==> src/rtl/sccomp_run_ctrl_if.sv <==
// Handshake/debug bundle between the sccomp run controller and the core + host side.
interface sccomp_run_ctrl_if #(
  parameter int ADDR_W = 5,
  parameter int DATA_W = 32,
  parameter int CNT_W  = 16
);
  logic              start;
  logic [DATA_W-1:0] pc_in;
  logic [DATA_W-1:0] reg_data;
  logic              cpu_rstn;
  logic              cpu_run;
  logic [ADDR_W-1:0] reg_sel;
  logic              dump_valid;
  logic [ADDR_W-1:0] dump_idx;
  logic [DATA_W-1:0] dump_data;
  logic              busy;
  logic              done;
  logic              timeout;
  logic [CNT_W-1:0]  cycle_count;

  modport master (
    input  start, pc_in, reg_data,
    output cpu_rstn, cpu_run, reg_sel, dump_valid, dump_idx, dump_data,
           busy, done, timeout, cycle_count
  );

  modport slave (
    output start, pc_in, reg_data,
    input  cpu_rstn, cpu_run, reg_sel, dump_valid, dump_idx, dump_data,
           busy, done, timeout, cycle_count
  );
endinterface

==> src/rtl/sccomp_run_ctrl.sv <==
// Run controller for sccomp: reset/run sequencing, halt/timeout detection and
// a register-file sweep through the core's Reg_Sel/Reg_Data debug port.
module sccomp_run_ctrl #(
  parameter int RST_CYCLES  = 2,
  parameter int MAX_CYCLES  = 1024,
  parameter int HALT_CYCLES = 4,
  parameter int REG_FIRST   = 0,
  parameter int REG_LAST    = 31,
  parameter int ADDR_W      = 5,
  parameter int DATA_W      = 32,
  parameter int CNT_W       = 16
) (
  input  logic              clk,
  input  logic              rst,
  sccomp_run_ctrl_if.master bus
);
  localparam int RC_W = $clog2(RST_CYCLES + 1);
  localparam int SC_W = $clog2(HALT_CYCLES + 1);
  localparam logic [ADDR_W-1:0] SEL_FIRST = ADDR_W'(REG_FIRST);
  localparam logic [ADDR_W-1:0] SEL_LAST  = ADDR_W'(REG_LAST);
  localparam logic [CNT_W-1:0]  CNT_MAX   = CNT_W'(MAX_CYCLES);
  localparam logic [RC_W-1:0]   RC_LAST   = RC_W'(RST_CYCLES - 1);
  localparam logic [SC_W-1:0]   SC_HALT   = SC_W'(HALT_CYCLES);

  typedef enum logic [2:0] {S_IDLE, S_RESET, S_RUN, S_DUMP, S_DONE} state_t;

  typedef struct packed {
    logic [ADDR_W-1:0] idx;
    logic [DATA_W-1:0] data;
  } dump_word_t;

  state_t            state, state_nxt;
  logic [RC_W-1:0]   rst_cnt;
  logic [SC_W-1:0]   stable_cnt;
  logic [SC_W-1:0]   stable_nxt;
  logic [DATA_W-1:0] pc_prev;
  logic [CNT_W-1:0]  cycle_cnt;
  logic [CNT_W-1:0]  cycle_inc;
  logic              timeout_q;
  logic [ADDR_W-1:0] sel_q;
  // vld_pipe[0]: sel_q addresses a word still to be sampled; vld_pipe[1]: word_q holds a strobe
  logic [1:0]        vld_pipe;
  dump_word_t        word_q;

  logic run_first, pc_same, halt_hit, budget_hit, sweep_last;

  // cycle_cnt is zeroed on every start, so zero in RUN marks the first RUN cycle
  assign run_first  = (cycle_cnt == '0);
  assign pc_same    = (bus.pc_in == pc_prev);
  assign stable_nxt = (run_first || !pc_same) ? '0 : stable_cnt + 1'b1;
  assign halt_hit   = (stable_nxt == SC_HALT);
  assign cycle_inc  = (cycle_cnt == CNT_MAX) ? cycle_cnt : cycle_cnt + 1'b1;
  assign budget_hit = (cycle_inc == CNT_MAX);
  assign sweep_last = vld_pipe[1] && (word_q.idx == SEL_LAST);

  always_ff @(posedge clk or posedge rst) begin
    if (rst) state <= S_IDLE;
    else     state <= state_nxt;
  end

  always_comb begin
    state_nxt    = state;
    bus.cpu_rstn = 1'b1;
    bus.cpu_run  = 1'b0;
    bus.busy     = 1'b0;
    bus.done     = 1'b0;
    unique case (state)
      S_IDLE: begin
        bus.cpu_rstn = 1'b0;
        if (bus.start) state_nxt = S_RESET;
      end
      S_RESET: begin
        bus.cpu_rstn = 1'b0;
        bus.busy     = 1'b1;
        if (rst_cnt == RC_LAST) state_nxt = S_RUN;
      end
      S_RUN: begin
        bus.cpu_run = 1'b1;
        bus.busy    = 1'b1;
        if (halt_hit || budget_hit) state_nxt = S_DUMP;
      end
      S_DUMP: begin
        bus.busy = 1'b1;
        if (sweep_last) state_nxt = S_DONE;
      end
      S_DONE: begin
        bus.done = 1'b1;
        if (bus.start) state_nxt = S_RESET;
      end
      default: state_nxt = S_IDLE;
    endcase
  end

  always_ff @(posedge clk or posedge rst) begin
    if (rst) begin
      rst_cnt    <= '0;
      stable_cnt <= '0;
      pc_prev    <= '0;
      cycle_cnt  <= '0;
      timeout_q  <= 1'b0;
      sel_q      <= SEL_FIRST;
      vld_pipe   <= '0;
      word_q     <= '0;
    end else begin
      vld_pipe[1] <= vld_pipe[0];
      // Reg_Data is combinational from reg_sel, so it is captured one cycle after the select
      if (vld_pipe[0]) begin
        word_q.idx  <= sel_q;
        word_q.data <= bus.reg_data;
      end
      unique case (state)
        S_IDLE, S_DONE: begin
          if (bus.start) begin
            rst_cnt   <= '0;
            cycle_cnt <= '0;
            timeout_q <= 1'b0;
          end
        end
        S_RESET: rst_cnt <= rst_cnt + 1'b1;
        S_RUN: begin
          pc_prev    <= bus.pc_in;
          stable_cnt <= stable_nxt;
          cycle_cnt  <= cycle_inc;
          if (halt_hit || budget_hit) begin
            vld_pipe[0] <= 1'b1;
            sel_q       <= SEL_FIRST;
          end
          // halt takes priority when both land on the same cycle
          if (budget_hit && !halt_hit) timeout_q <= 1'b1;
        end
        S_DUMP: begin
          if (vld_pipe[0]) begin
            if (sel_q == SEL_LAST) begin
              vld_pipe[0] <= 1'b0;
              sel_q       <= SEL_FIRST;
            end else begin
              sel_q <= sel_q + 1'b1;
            end
          end
        end
        default: ;
      endcase
    end
  end

  assign bus.reg_sel     = sel_q;
  assign bus.dump_valid  = vld_pipe[1];
  assign bus.dump_idx    = word_q.idx;
  assign bus.dump_data   = word_q.data;
  assign bus.timeout     = timeout_q;
  assign bus.cycle_count = cycle_cnt;

endmodule
==> src/flat_wrapper.sv <==
// flat-port wrapper written by rule: the top's interface ports become plain ports
module sccomp_run_ctrl_flat 
#(
  parameter int RST_CYCLES  = 2,
  parameter int MAX_CYCLES  = 1024,
  parameter int HALT_CYCLES = 4,
  parameter int REG_FIRST   = 0,
  parameter int REG_LAST    = 31,
  parameter int ADDR_W      = 5,
  parameter int DATA_W      = 32,
  parameter int CNT_W       = 16
)
  (clk, rst, bus_start, bus_pc_in, bus_reg_data, bus_cpu_rstn, bus_cpu_run, bus_reg_sel, bus_dump_valid, bus_dump_idx, bus_dump_data, bus_busy, bus_done, bus_timeout, bus_cycle_count);
  sccomp_run_ctrl_if #(.ADDR_W(ADDR_W), .DATA_W(DATA_W), .CNT_W(CNT_W)) bus_i ();
  input  logic clk;
  input  logic rst;
  input wire logic [$bits(bus_i.start)-1:0] bus_start;
  input wire logic [$bits(bus_i.pc_in)-1:0] bus_pc_in;
  input wire logic [$bits(bus_i.reg_data)-1:0] bus_reg_data;
  output wire logic [$bits(bus_i.cpu_rstn)-1:0] bus_cpu_rstn;
  output wire logic [$bits(bus_i.cpu_run)-1:0] bus_cpu_run;
  output wire logic [$bits(bus_i.reg_sel)-1:0] bus_reg_sel;
  output wire logic [$bits(bus_i.dump_valid)-1:0] bus_dump_valid;
  output wire logic [$bits(bus_i.dump_idx)-1:0] bus_dump_idx;
  output wire logic [$bits(bus_i.dump_data)-1:0] bus_dump_data;
  output wire logic [$bits(bus_i.busy)-1:0] bus_busy;
  output wire logic [$bits(bus_i.done)-1:0] bus_done;
  output wire logic [$bits(bus_i.timeout)-1:0] bus_timeout;
  output wire logic [$bits(bus_i.cycle_count)-1:0] bus_cycle_count;
  assign bus_i.start = bus_start;
  assign bus_i.pc_in = bus_pc_in;
  assign bus_i.reg_data = bus_reg_data;
  assign bus_cpu_rstn = bus_i.cpu_rstn;
  assign bus_cpu_run = bus_i.cpu_run;
  assign bus_reg_sel = bus_i.reg_sel;
  assign bus_dump_valid = bus_i.dump_valid;
  assign bus_dump_idx = bus_i.dump_idx;
  assign bus_dump_data = bus_i.dump_data;
  assign bus_busy = bus_i.busy;
  assign bus_done = bus_i.done;
  assign bus_timeout = bus_i.timeout;
  assign bus_cycle_count = bus_i.cycle_count;
  sccomp_run_ctrl #(.RST_CYCLES(RST_CYCLES), .MAX_CYCLES(MAX_CYCLES), .HALT_CYCLES(HALT_CYCLES), .REG_FIRST(REG_FIRST), .REG_LAST(REG_LAST), .ADDR_W(ADDR_W), .DATA_W(DATA_W), .CNT_W(CNT_W)) u_core (.clk(clk), .rst(rst), .bus(bus_i));
endmodule
==> config.mk <==
export PLATFORM = sky130hd
export DESIGN_NAME = sccomp_run_ctrl_flat
export DESIGN_NICKNAME = d
export VERILOG_FILES = /design/src/rtl/sccomp_run_ctrl_if.sv /design/src/rtl/sccomp_run_ctrl.sv /design/src/flat_wrapper.sv
export SDC_FILE = /design/constraint.sdc
export NUM_CORES = 1
export LEC_CHECK = 0
export BUFFER_PORTS_ARGS = -buffer_cell sky130_fd_sc_hd__buf_2
export CELL_PAD_IN_SITES_DETAIL_PLACEMENT = 0
export CELL_PAD_IN_SITES_GLOBAL_PLACEMENT = 1
export CORE_ASPECT_RATIO = 0.6
export CORE_MARGIN = 2
export CORE_UTILIZATION = 40
export DETAILED_ROUTE_END_ITERATION = 7
export HOLD_SLACK_MARGIN = 0.15
export PLACE_DENSITY = 0.78
export SYNTH_ARGS = -nofsm -noshare
export SYNTH_HDL_FRONTEND = slang
export SYNTH_SLANG_ARGS = --single-unit
export TNS_END_PERCENT = 5
==> constraint.sdc <==
create_clock -name clk -period 4.5 [get_ports clk]
set_clock_uncertainty 0.15 [all_clocks]
set_input_delay 0.675 -clock clk [delete_from_list [all_inputs] [get_ports clk]]
set_output_delay 0.675 -clock clk [all_outputs]
set_load 0.02 [all_outputs]
==> summary.txt <==
Cells and area
  • Commonest cells after routing, fill and taps aside: buf_2, nand2_1, dfrtp_1
  • Non-Filler Instances: just under 800
  • Area growth from synthesis to layout: 21.4%
  • Nets@finish: approximately 700
  • # diodes: 0
  • Share of cells above drive strength 1: around 32%
  • Commonest non-fill, non-tap cell in the layout: buf_2

Critical path
  • Slowest cell delay on critical path: approximately 0.55 ns
  • R2R Path Start: u_core.bus.cycle_count[0]
  • CP dominant cell by count: nand4_1
  • CP startpoint kind: register
  • Family with the most delay on the worst path: simple AND/OR/NAND/NOR gates
  • WP buf/inv: 0
  • Worst R2R End: u_core.bus.reg_sel[0]
  • Crit. End Element: register
  • Worst R2R Setup Slack: 1.68 ns
  • FF-to-FF path depth: 8
  • CP max stage cell: nor3_2
  • CP arrival: about 2.9 ns
  • Cells along the critical path: ha_1 > nand4_1 > nor3_2 > mux2i_1 > a2bb2oi_1 > nand4_1 > a21oi_2 > a21oi_1
  • CP Max Fanout: 10
  • Critical path required time: 4.57 ns
  • Worst Setup Path Type: register to register

Timing
  • RSZ-0062 raised after global routing: false
  • TNS Setup: 0 ns
  • Max Fclk: about 0.35 GHz
  • Tcrit/Tclk final: 62.7%
  • Final setup viols: 0
  • Slew Limit Fails: 0
  • Min Tclk post-route: roughly 2.8 ns
  • Tightest Pin Transition: 0.967 ns
  • Slew margin rel.: 35.5%
  • WHS: ~0.33 ns
  • Final Hold Vio Count: 0

Floorplanning
  • Die H: between 90 and 100 um
  • Initial Util: about two fifths
  • Die area: 0.0134 sq mm
  • Die width: roughly 150 um
  • Core Footprint: roughly 0.012 sq mm
  • Number of cell rows: 31
  • Num ports: 131

Global route
  • GR Util All Layers: a little under a fifth
  • GR Util met3: approximately 5.6%
  • Number of global-route vias before repair: about 3800
  • Top Usage Layer GRT: met1
  • Initial antenna violation count: 0
  • Met2 Usage GRT: approximately a quarter
  • Largest net degree at the start of global routing: 76
  • Met1 Usage GRT: between 20% and 30%
  • First-pass GRT wire length: just under 20000 um
  • GR Overflow Total: 0

Synth
  • Prevailing post-synth register cell: dfrtp_1
  • EDFF count, synth: 0
  • Post-synthesis net count: around 570
  • Synth Register Bits: ~100
  • Syn avg cell area: a little under 10 sq um
  • Post-synth cell types: just over 50
  • Async set-reset flop share out of synthesis: 100%
  • Register area share after synthesis: 50.8%
  • Post-synthesis instance area: slightly below 0.005 sq mm
  • Post-Syn Instances: ~500
  • Yosys warning count: 0

Pwr
  • Final Total Pwr: about 4000 uW
  • Peak supply drop: between 200 and 300 uV
  • Power per Cell Area: roughly 660 mW/mm^2
  • Lkg Pwr: between 0.002 and 0.003 uW

Drt
  • Routed WL per cell: between 15 and 20 um
  • Antenna Nets Post-Route: 0
  • Post-Route WL: roughly 12000 um
  • Via Count: 4015
  • TritonRoute pass-1 iters: 4
  • DRT iter0 DRCs: between 200 and 250
  • Vias per Instance: 5.11
  • DRC: 0

Min path
  • Hold Path End: u_core.stable_cnt[1]
  • Min-delay src: u_core.stable_cnt[1]
  • Hold Path Cell Cnt: 2
  • Hold Path Class: register to register

Clock tree
  • CTS Root Cell: clkbuf_16
  • Post-CTS resize count: 0
  • Number of buffers created by CTS: 9
  • CTS Hold Bufs: 0
  • Clock-pin slew on the worst setup and hold paths: around 0.070 ns
  • Clock latency on the worst-skew pair: 0.35 ns
  • # clock sinks: between 100 and 150
  • CTS Buffer Depth: 2
  • CTS tree: built
  • H-tree lvl count: 3
  • Post-CTS setup buffer count: 0

Flow run
  • Max-Cap Viols: 0

Placement
  • Post-placement cell count: between 700 and 800
  • Gpl congestion: 0.809
  • Post-detail-place hpwl: 8390 um
  • IO buf count: 130

Run status
  • Run status: finished clean
## synthesized netlist by cell type, types with 2 or more instances
cell type,number,share of area (%)
or3_1,2,0.25
nand2_1,123,9.3
a22o_1,5,0.88
o21ai_0,35,3.5
nand4_1,10,1.3
ha_1,6,1.5
xor2_1,35,6.2
nor3_1,4,0.40
dfrtp_1,101,51
a21o_1,3,0.45
o31ai_1,2,0.30
buf_6,2,0.45
buf_2,2,0.20
or2_2,3,0.38
mux2i_1,5,1.0
clkbuf_1,20,1.5
inv_1,8,0.60
a2bb2oi_1,2,0.35
nand4b_1,5,0.88
a31o_1,2,0.35
nand3b_1,2,0.30
nor2_1,17,1.3
nand3_1,12,1.2
buf_1,4,0.30
and3_1,4,0.50
mux2_2,37,8.4
nor4_1,11,1.4
nand2b_1,6,0.75
a31oi_1,4,0.50
nor2b_1,3,0.38
a21oi_1,6,0.60
## state kept, by name (all words and copies together) (netlist names)
signal and flops:
u_core.state 3, u_core.bus.reg_sel 5, u_core.vld_pipe 2, u_core.bus.dump_data 32, u_core.bus.dump_idx 5, u_core.stable_cnt 3
u_core.bus.cycle_count 16, u_core.bus.timeout 1, u_core.rst_cnt 2, u_core.pc_prev 32
## cells by family after synthesis
group           Yosys count  share of synthesized area (%)
flops                   101                           50.8
fa+ha+maj                 6                           1.51
buf+inv                  37                           3.17
xor+xnor                 36                           6.34
mux                      42                           9.38
simple gates            214                           20.8
compound gates           65                           7.98
## worst max-delay path by stage
stage                               from                   endpoint  slack [ns]  cells after the start
6_report       u_core.bus.cycle_count[0]      u_core.bus.reg_sel[0]        1.68                      8
5_1_grt        u_core.bus.cycle_count[0]            u_core.state[0]        1.49                      8
4_1_cts        u_core.bus.cycle_count[1]      u_core.bus.reg_sel[0]        1.69                      8
3_5_place_dp               bus_pc_in[27]      u_core.bus.reg_sel[2]        1.58                      8
3_3_place_gp               bus_pc_in[27]      u_core.bus.reg_sel[2]        1.64                      8
2_1_floorplan                        rst  u_core.bus.cycle_count[0]        1.03                      1
## worst reg2reg max path, stage by stage, from the launching register on
cell and delay [ns]:
dfrtp_1 0.52, ha_1 0.33, nand4_1 0.22, nor3_2 0.55
mux2i_1 0.17, a2bb2oi_1 0.23, nand4_1 0.17, a21oi_2 0.27
a21oi_1 0.10
## final cells by class
cell class | count | area [sq um]
well taps | 165 | 206
fillers | 1165 | 6060
repair buffers | 133 | 673
inverters | 8 | 32.5
multi-input cells | 363 | 2290
clock buffers | 9 | 225
clock inverters | 7 | 80.1
flip-flops and latches | 101 | 2530
## metrics by stage
stage	utilization [%]	setup slack [ns]	area, sq um
after CTS	49.9	1.69	6040
after global placement	47.4	1.64	5730
after floorplan	-	1.03	4970
final	49.9	1.68	6040
after detailed placement	47.4	1.58	5730
after global routing	49.9	1.49	6040
## report_power, final
group          switching (uW)  total [uW]  internal (uW)
logic                     918        1580            665
clock network             361         801            439
registers                 350        1600           1250
## per-layer routing
layer	wire, um	part of all wire [%]
met1	5990	51
met2	4880	41
met3	844	7.2
met4	87	0.74
met5	0	0
No activity file was read; power rests on OpenSTA's default activity.
